## src/rtl/add_sub_pipelined.sv

```systemverilog
// Pipelined CLA add/sub with a registered carry between chunks; result appears STAGES cycles after IN_VALID.
// One op per cycle and no backpressure: every accepted op yields exactly one OUT_VALID pulse.
module add_sub_pipelined #(
  parameter int SIZE     = 16,
  parameter int STAGES   = 4,
  parameter int SATURATE = 0
) (
  input  logic            CLK,
  input  logic            RST,
  input  logic            IN_VALID,
  input  logic            SUB,
  input  logic [SIZE-1:0] A,
  input  logic [SIZE-1:0] B,
  output logic            OUT_VALID,
  output logic [SIZE-1:0] S,
  output logic            CARRY,
  output logic            OVERFLOW
);

  localparam int NS = (STAGES >= 1) ? STAGES : 1;
  localparam int W  = SIZE / NS;
  localparam int L  = NS - 1;

  if (SIZE < 2 || STAGES < 1 || (SIZE % NS) != 0) begin : g_param_check
    $error("add_sub_pipelined: SIZE must be >= 2 and an exact multiple of STAGES >= 1");
  end

  // Carries come from group generate/propagate terms, not from the previous carry.
  function automatic logic [W:0] cla(input logic [W-1:0] a, input logic [W-1:0] b,
                                     input logic cin);
    logic [W-1:0] g, p, c;
    logic gg, pp;
    g  = a & b;
    p  = a ^ b;
    gg = 1'b0;
    pp = 1'b1;
    c  = '0;
    for (int i = 0; i < W; i++) begin
      c[i] = gg | (pp & cin);
      gg   = g[i] | (p[i] & gg);
      pp   = p[i] & pp;
    end
    return {gg | (pp & cin), p ^ c};
  endfunction

  logic [SIZE-1:0] w_b_eff;
  assign w_b_eff = SUB ? ~B : B;

  genvar k;
  for (k = 0; k < NS; k++) begin : g_stage
    localparam int RIN = SIZE - k * W;  // operand bits not yet consumed by earlier chunks

    logic               w_vld;
    logic               w_cin;
    logic [RIN-1:0]     w_a;
    logic [RIN-1:0]     w_b;
    logic [W:0]         w_sum;
    logic [(k+1)*W-1:0] w_s_nx;
    logic               r_vld;
    logic               r_c;
    logic [(k+1)*W-1:0] r_s;

    if (k == 0) begin : g_in
      assign w_vld  = IN_VALID;
      assign w_cin  = SUB;
      assign w_a    = A;
      assign w_b    = w_b_eff;
      assign w_s_nx = w_sum[W-1:0];
    end else begin : g_chain
      assign w_vld  = g_stage[k-1].r_vld;
      assign w_cin  = g_stage[k-1].r_c;
      assign w_a    = g_stage[k-1].g_fwd.r_a;
      assign w_b    = g_stage[k-1].g_fwd.r_b;
      assign w_s_nx = {w_sum[W-1:0], g_stage[k-1].r_s};
    end

    assign w_sum = cla(w_a[W-1:0], w_b[W-1:0], w_cin);

    always_ff @(posedge CLK) begin
      if (RST) begin
        r_vld <= 1'b0;
        r_c   <= 1'b0;
      end else begin
        r_vld <= w_vld;
        if (w_vld) begin
          r_c <= w_sum[W];
          r_s <= w_s_nx;
        end
      end
    end

    if (k < NS - 1) begin : g_fwd
      logic [RIN-W-1:0] r_a;
      logic [RIN-W-1:0] r_b;
      always_ff @(posedge CLK) begin
        if (!RST && w_vld) begin
          r_a <= w_a[RIN-1:W];
          r_b <= w_b[RIN-1:W];
        end
      end
    end else begin : g_last
      logic r_ovf;
      // Carry into the MSB is recovered from the MSB sum bit and its operands.
      always_ff @(posedge CLK) begin
        if (RST) begin
          r_ovf <= 1'b0;
        end else if (w_vld) begin
          r_ovf <= w_a[W-1] ^ w_b[W-1] ^ w_sum[W-1] ^ w_sum[W];
        end
      end
    end
  end

  logic [SIZE-1:0] w_raw;
  logic [SIZE-1:0] w_s_out;
  logic            w_ovf;

  assign w_raw = g_stage[L].r_s;
  assign w_ovf = g_stage[L].g_last.r_ovf;

  always_comb begin
    w_s_out = w_raw;
    if (SATURATE != 0 && w_ovf) begin
      w_s_out = w_raw[SIZE-1] ? {1'b0, {(SIZE-1){1'b1}}} : {1'b1, {(SIZE-1){1'b0}}};
    end
  end

  always_ff @(posedge CLK) begin
    if (RST) begin
      OUT_VALID <= 1'b0;
      S         <= '0;
      CARRY     <= 1'b0;
      OVERFLOW  <= 1'b0;
    end else begin
      OUT_VALID <= g_stage[L].r_vld;
      if (g_stage[L].r_vld) begin
        S        <= w_s_out;
        CARRY    <= g_stage[L].r_c;
        OVERFLOW <= w_ovf;
      end
    end
  end

endmodule
```

## config.mk

```make
export PLATFORM = sky130hd
export DESIGN_NAME = add_sub_pipelined
export DESIGN_NICKNAME = d
export VERILOG_FILES = /design/src/rtl/add_sub_pipelined.sv
export SDC_FILE = /design/constraint.sdc
export NUM_CORES = 1
export LEC_CHECK = 0
export ABC_AREA = 1
export BUFFER_PORTS_ARGS = -buffer_cell sky130_fd_sc_hd__clkbuf_2
export CELL_PAD_IN_SITES_DETAIL_PLACEMENT = 1
export CELL_PAD_IN_SITES_GLOBAL_PLACEMENT = 1
export CORE_ASPECT_RATIO = 2
export CORE_UTILIZATION = 51
export DETAILED_ROUTE_END_ITERATION = 7
export PLACE_DENSITY = 0.89
export SETUP_SLACK_MARGIN = 0.3
export SYNTH_ARGS = -nofsm -noshare
export SYNTH_HDL_FRONTEND = slang
export SYNTH_SLANG_ARGS = --single-unit
```

## constraint.sdc

```tcl
create_clock -name CLK -period 4.7 [get_ports CLK]
set_clock_uncertainty 0.15 [all_clocks]
set_input_delay 0.94 -clock CLK [delete_from_list [all_inputs] [get_ports CLK]]
set_output_delay 0.94 -clock CLK [all_outputs]
set_load 0.03 [all_outputs]
```

Word level (Yosys, flattened, before mapping). Index checks and enable logic that the tools add are counted.

Bits of input ports: 36. Register bits: 116.

Bitwise logic cells: 85. Mux-type cells: 1. Reduce and logical (&&, ||, !) cells: 8.

Operator list (count): $and A1 B1 Y1 (40); $xor A4 B4 Y4 (8); $or A1 B1 Y1 (28); $and A4 B4 Y4 (4); $mux W16 (1); $not A16 Y16 (1); $reduce_and A2 Y1 (4); $logic_and A1 B1 Y1 (3); $xor A1 B1 Y1 (3); $logic_not A1 Y1 (1); $not A1 Y1 (1).

Logic depth before layout (Yosys ltp). Gate-level depths: netlist of the first run.

Depth in word-level cells: 10. Depth in mapped cells: 9. Depth with buffers taken out: 9.

Worst setup path after synthesis of the first run. OpenSTA, ideal clock, no wires.

Kind: input port to flip-flop. Start: input RST. End: register g_stage[0].g_fwd.r_a[0], enable pin. Buffers on the path: 1. Path slack: 1775 ps. Cell stages on the path: 2. Data required time: 4137 ps. Data arrival time: 2362 ps. Cells stage by stage: buf_1 -> nor2_1.

Longest elaborated chain between the ends: 2.

Ends and longest elaborated chain: from (decl) (RTL line 9) `input logic RST,`; $logic_not A1 Y1 (RTL line 96) `if (!RST && w_vld) begin`; $logic_and A1 B1 Y1 (RTL line 96); to (signal assigned) (RTL line 97) `r_a <= w_a[RIN-1:W];`; to (decl) (RTL line 93) `logic [RIN-W-1:0] r_a;`.

No other way between the ends. A chain may end at the register's enable or synchronous reset.

Worst setup path after layout of the first run.
Start: input SUB. End: register g_stage[0].r_s[3], data pin.

Longest elaborated chain between the ends: 8. Elaborated cells between the ends (all ways): 12.

Ends and longest elaborated chain: from (decl) (RTL line 11) `input logic SUB,`; $mux W16 (RTL line 47) `assign w_b_eff = SUB ? ~B : B;`; $xor A4 B4 Y4 or $and A4 B4 Y4 (tied branches) (RTL line 34, 33); $and A1 B1 Y1 (RTL line 40) `gg = g[i] | (p[i] & gg);`; $or A1 B1 Y1 (RTL line 40); $and A1 B1 Y1 (RTL line 40); $or A1 B1 Y1 (RTL line 40); $or A1 B1 Y1 (RTL line 39) `c[i] = gg | (pp & cin);`; $xor A4 B4 Y4 * (RTL line 43) `return {gg | (pp & cin), p ^ c};`; net g_stage[0].w_s_nx[3] (RTL line 58) `logic [(k+1)*W-1:0] w_s_nx;`; to (signal assigned) (RTL line 87) `r_s <= w_s_nx;`; to (decl) (RTL line 61) `logic [(k+1)*W-1:0] r_s;`.

Mark *: on every way through the listed nets, which the timed path passes. The rest lies on a longest branch.

==> impl_metrics.toml, run 1 <==
[outcome]
status = "completed"

[job]
cap_violations = 0

[timing]
hold_viol_final = 0
min_period_over_period = 0.542
finalCriticalPeriod_ns = 2.55
tns_ns = 0
setup_viol = 0
tightest_slew_ns = 1.22
relSlewSlack = 0.186
slew_violations = 0
rsz0062_at_grt = "no"
fmax_ghz = 0.392

[synth]
synth_area_leaders = "edfxtp_1 61%, dfxtp_1 13%, xor2_1 4.8%"
synthMuxAreaShare = 0.00230
syn-num-nets = 353
synth-compound-area-share = 0.0443
ys_types = 29
synth_top_family_by_area = "simple AND/OR/NAND/NOR gates"
synth_area_leader_cell = "edfxtp_1"
synth_top_cell_area_share = 0.607
ys_warn_count = 0
yosys.area_share.simple = 0.0690
synthCells = 298
synth.cell_area_mm2 = 0.00435
synth_seq_area_share = 0.736
synth_seq_cells = 116
synthAdderAreaFrac = 0.0598
syn_avg_cell_area_um2 = 14.6
synthXorXnorAreaFrac = 0.0583

[clocking]
root_buffer = "clkbuf_16"
clkSinkCount = 116
numCtsBuffers = 17
ctsResizeCount = 0
cts_tree = "built"
cts-htree-levels = 4
postCtsHoldBufs = 0
clk_latency_ns = 0.41
clk_pin_slew_ns = 0.05
ctsLongestPathBuffers = 2
cts_setup_buffers = 0

[placed_design]
gp_congestion = 0.748
portBuffers = 54
hpwl_mm = 5.50

[worst_setup_path]
rrSetupSlack_ns = 2.73
crit_path_end_kind = "flop"
crit_slowest_cell = "ha_1"
worst_ep_required_time_ns = 4.70
path_max_fanout = 19
crit_buf_inv = 1
crit_path_cell_trace = "clkbuf_2 > xor2_1 > ha_1 > a21oi_1 > nand2_2 > a21o_4 > xor2_1"
cp-start-kind = "primary input"
path_common_cell = "xor2_1"
critical_path.top_delay_family = "XOR/XNOR gates"
ff2ff_path_depth = 2
criticalPathCategory = "in2reg"
cp_data_arrival_time_ns = 2.55
r2r_end = "g_stage[3].r_s[2]"
worstReg2RegStart = "g_stage[2].r_vld"
slowest_delay_ns = 0.37

[global_route]
met2_usage = 0.401
antenna_found_initial = 0
grt_busiest_layer = "met2"
track_usage = 0.214
grt_pass1_wl_mm = 13.1
grt_max_degree = 29
met3_usage = 0.0672
overflow = 0
grt_pass1_vias = 2739
use_met1 = 0.184

[min_path]
hold_start = "g_stage[2].r_s[3]"
worstHoldPathCells = 0
hold_path_end = "g_stage[3].r_s[3]"
hold_path.class = "reg2reg"

[floorplanning]
initial_core_util = 0.525
die_w_um = 67.3
die_height_um = 133
die_area_mm2 = 0.00893
num_io_pins = 55
coreArea_mm2 = 0.00829
rows = 47

[final_layout]
n_antenna_cell = 0
nFillCells = 795
finalNetCount = 420
drive_gt1_frac = 0.252
syn_to_final_growth_pct = 20.9
final_util = 0.635

[power]
clockPowerShare = 0.476
powerDensity_mw_per_mm2 = 473
power.switching_w = 0.000520
sequentialPowerShare = 0.470
internal_power_w = 0.00197
sw_frac_of_total = 0.209
power_frac_comb = 0.054
p_leak_nw = 2.14
vdd_ir_drop_max_mv = 0.378

[detailed_routing]
dr.pass1.iters = 4
wl_mm = 8.20
via_count = 2434
avgViaCountPerCell = 5.12
drt_iter0_drc = 63
drc = 0
ant_nets = 0
wl_per_cell_um = 17.3
## Yosys cell counts (all sizes together)
library cell  number
a21o               3
a21oi              7
a31oi              1
buf                5
clkbuf             3
dfxtp             28
edfxtp            88
fa                 3
ha                16
inv               22
mux2i              1
nand2             12
nand3              6
nand4              2
nor2              50
o21ai             22
xnor2              5
xor2              24
## worst register-to-register path, stage by stage (launching register included)
cell	delay, ns
dfxtp_1	0.40
inv_1	0.11
nor2_1	0.92
## worst max-delay path by stage
stage | endpoint | from | slack [ns] | cells past startpoint
final | g_stage[0].r_s[3] | SUB | 2.15 | 7
after global routing | g_stage[0].r_s[3] | SUB | 2.06 | 7
after CTS | g_stage[0].r_s[3] | SUB | 2.14 | 7
after detailed placement | g_stage[0].r_s[3] | SUB | 1.68 | 7
after global placement | g_stage[0].r_s[3] | SUB | 1.81 | 7
after floorplan | g_stage[0].g_fwd.r_a[0] | RST | 1.77 | 2
## registers in the layout, indices dropped and copies added (netlist names), 4 cells and up
signal	count
g_stage.r_vld	4
g_stage.r_c	4
g_stage.r_s	40
g_stage.g_fwd.r_b	24
S	16
g_stage.g_fwd.r_a	24
## per-layer routing
| layer | routed length [um] | vias to the layer above |
|---|---|---|
| met3 | 292 | 22 |
| met2 | 4980 | 66 |
| met4 | 252 | 0 |
| met5 | 0 | - |
| met1 | 2680 | 1183 |
| li1 | - | 1163 |
## cells by family after synthesis
family | count (synthesis)
flip-flops | 116
AND/OR/NAND/NOR | 70
AO/OA/AOI/OAI | 33
buffers and inverters | 30
XOR/XNOR | 29
adder cells (fa/ha/maj) | 19
multiplexers | 1
## cells in the final DEF (no fill, tap or decap)
cell type   count
clkinv_1        4
o21ai_2         1
nor2_2          2
bufinv_16       2
clkbuf_2       54
inv_2           2
a21oi_2         2
nand2_1         9
nand3_4         1
nand2_2         3
a21o_1          2
ha_1           16
a31oi_1         1
o21ai_0        21
clkinv_2        4
buf_4           2
clkbuf_16      17
mux2i_1         1
xor2_1         24
a21o_4          1
a21oi_1         5
xnor2_1         5
clkbuf_1        1
nand3_1         4
dfxtp_1        28
edfxtp_1       88
nand3_2         1
nand4_1         2
nor2_1         48
fa_1            3
inv_1          20
clkinvlp_4      3
## area by class of cell
cell class / count / area, um^2 / share of cell area
Sequential cell: 116 / 3200 / 0.609
Multi-Input combinational cell: 152 / 1020 / 0.194
Clock buffer: 18 / 429 / 0.0816
Timing Repair Buffer: 56 / 285 / 0.0542
Tap cell: 98 / 123 / 0.0233
Clock inverter: 13 / 118 / 0.0223
Inverter: 22 / 82.6 / 0.0157
## power groups by stage
stage | Sequential (W) | Combinational, W | Clock, W
after detailed placement | 0.00119 | 0.000133 | 0
after global routing | 0.00117 | 0.000149 | 0.00124
final | 0.00117 | 0.000134 | 0.00118
after global placement | 0.00119 | 0.000118 | 0
after floorplan | 0.00119 | 0.0000823 | 0
after CTS | 0.00117 | 0.000137 | 0.00121
## metrics by stage
step | instances | total power (W) | instance area, um^2 | worst slack [ns] | hold WS (ns)
after CTS | 475 | 0.00252 | 5260 | 2.14 | 0.268
after global routing | 475 | 0.00257 | 5260 | 2.06 | 0.274
final | 475 | 0.00249 | 5260 | 2.15 | 0.267
after floorplan | 298 | 0.00127 | 4350 | 1.77 | 0.250
after global placement | 444 | 0.00130 | 4720 | 1.81 | 0.251
after detailed placement | 444 | 0.00132 | 4720 | 1.68 | 0.256
(Power assumes the default switching activity.)
==> inputs of run 2 (changes only) <==
Settings changed: CORE_UTILIZATION 51 to 47, PLACE_DENSITY 0.89 to 0.83.
Clock period 4.7 ns to 2.4 ns, I/O delays scaled along.
==> run 2 against run 1 <==
Effect of this change:
- hold slack worse by 0.16 ns
- register-to-register slack got worse by 2.1 ns
- sequential cell count is the same
- non-clock buffer count is 6 higher
- setup slack got worse by 1.5 ns
- power rose by 95%
- combinational power is 94% higher
- sequential power up 96%
- via count up 0.45%
- routed wire length fell by 8.7%
- clock power rose by 96%
- critical path depth stayed put
- largest cell class unchanged
- highest routed layer unchanged
==> impl_metrics.toml, run 2 (synthesized netlist as in run 1, its figures left out) <==
[outcome]
status = "completed"

[floorplanning]
num_io_pins = 55
coreArea_mm2 = 0.00901
rows = 49
die_area_mm2 = 0.00968
die_height_um = 138
initial_core_util = 0.483
die_w_um = 70.1

[min_path]
hold_start = "A[5]"
hold_path.class = "in2reg"
worstHoldPathCells = 1
hold_path_end = "g_stage[0].g_fwd.r_a[1]"

[worst_setup_path]
crit_slowest_cell = "ha_1"
criticalPathCategory = "in2reg"
slowest_delay_ns = 0.33
path_max_fanout = 6
r2r_end = "g_stage[2].r_s[11]"
worstReg2RegStart = "g_stage[1].g_fwd.r_a[1]"
cp_data_arrival_time_ns = 1.79
cp-start-kind = "primary input"
ff2ff_path_depth = 5
crit_path_end_kind = "flop"
crit_path_cell_trace = "clkbuf_2 > xor2_1 > ha_1 > a21oi_1 > nand2_2 > a21o_4 > xor2_1"
worst_ep_required_time_ns = 2.40
path_common_cell = "xor2_1"
rrSetupSlack_ns = 0.63

[detailed_routing]
wl_mm = 7.49
dr.pass1.iters = 4
drc = 0
drt_iter0_drc = 50
wl_per_cell_um = 15.4
avgViaCountPerCell = 5.03
via_count = 2445
ant_nets = 0

[placed_design]
dp.cells = 454
placement.cell_area_mm2 = 0.00477
portBuffers = 54
gp_congestion = 0.763
hpwl_mm = 5.34

[final_layout]
multiInputGateArea_mm2 = 0.00102
final_area_mm2 = 0.00534
max_flop_register = "g_stage.r_s"
final_util = 0.592
final_common_cell = "edfxtp_1"
largest_register_ffs = 40
seqCellArea_mm2 = 0.00320
nFillCells = 876
drive_gt1_frac = 0.268
finalNetCount = 426
layout_common_cells = "88 x edfxtp_1, 54 x clkbuf_2, 47 x nor2_1, 28 x dfxtp_1, 24 x xor2_1"
final_cells = 486
reg_top3 = "g_stage.r_s: 40 flops, g_stage.g_fwd.r_a: 24 flops, g_stage.g_fwd.r_b: 24 flops"
n_antenna_cell = 0
syn_to_final_growth_pct = 22.5

[clocking]
root_buffer = "clkbuf_16"
cts-htree-levels = 4
cts_tree = "built"
postCtsHoldBufs = 0
ctsResizeCount = 0
clk_latency_ns = 0.40
ctsLongestPathBuffers = 2
clkSinkCount = 116
cts_setup_buffers = 0
numCtsBuffers = 17
clk_pin_slew_ns = 0.05

[power]
clockPowerShare = 0.476
vdd_ir_drop_max_mv = 0.922
p_leak_nw = 2.19
sw_frac_of_total = 0.196
powerDensity_mw_per_mm2 = 911
sequentialPowerShare = 0.471
power.switching_w = 0.000951
power_frac_comb = 0.054
internal_power_w = 0.00391

[timing]
fmax_ghz = 0.559
relSlewSlack = 0.769
tightest_slew_ns = 0.347
finalCriticalPeriod_ns = 1.79
rsz0062_at_grt = "no"
hold_viol_final = 0
setup_viol = 0
min_period_over_period = 0.745
tns_ns = 0
slew_violations = 0

[global_route]
grt_pass1_wl_mm = 12.7
grt_max_degree = 29
overflow = 0
track_usage = 0.177
antenna_found_initial = 0
grt_pass1_vias = 2856

[job]
cap_violations = 0
## run 2: final cells by class
class                           count  area share
Timing Repair Buffer               62      0.0619
Inverter                           22      0.0155
Multi-Input combinational cell    152       0.192
Sequential cell                   116       0.600
Tap cell                          102      0.0239
Clock inverter                      3     0.00281
Clock buffer                       29       0.103
## run 2: critical path: cells and delay by family
family	cells	cell delay, ns
and+or+nand+nor	1	0.10
buffers and inverters	1	0.14
adders and majority gates	1	0.33
AOI/OAI and AO/OA	2	0.42
xor gates and xnor gates	2	0.31
## run 2: per-layer routing
metal | GRT usage | share of wire | up-vias
met5 | 0 | 0 | -
met4 | 0.109 | 0.036 | 0
met3 | 0.0525 | 0.032 | 25
met2 | 0.348 | 0.62 | 65
met1 | 0.141 | 0.31 | 1180
li1 | - | - | 1175
## run 2: power by group through the flow
| stage | Combinational, W | Clock, W | Sequential (W) |
|---|---|---|---|
| after global routing | 0.000292 | 0.00245 | 0.00229 |
| after CTS | 0.000268 | 0.00236 | 0.00229 |
| after floorplan | 0.000162 | 0 | 0.00233 |
| final | 0.000260 | 0.00231 | 0.00229 |
| after global placement | 0.000240 | 0 | 0.00232 |
| after detailed placement | 0.000263 | 0 | 0.00233 |
## run 2: worst max-delay path by stage
| stage | startpoint | end | slack [ns] | cells after the start |
|---|---|---|---|---|
| after floorplan | SUB | g_stage[0].r_s[3] | 0.35 | 7 |
| after global placement | SUB | g_stage[0].r_s[3] | 0.29 | 7 |
| after detailed placement | SUB | g_stage[0].r_s[3] | 0.20 | 7 |
| after CTS | SUB | g_stage[0].r_s[3] | 0.62 | 7 |
| after global routing | SUB | g_stage[0].r_s[3] | 0.55 | 7 |
| final | SUB | g_stage[0].r_s[3] | 0.61 | 7 |
## run 2: stage by stage
step | worst slack [ns] | total power, W | hold slack, ns
floorplan | 0.351 | 0.00249 | 0.250
global placement | 0.293 | 0.00256 | 0.251
detailed placement | 0.196 | 0.00259 | 0.256
CTS | 0.621 | 0.00492 | 0.0854
global route | 0.553 | 0.00503 | 0.0881
finish | 0.612 | 0.00486 | 0.104
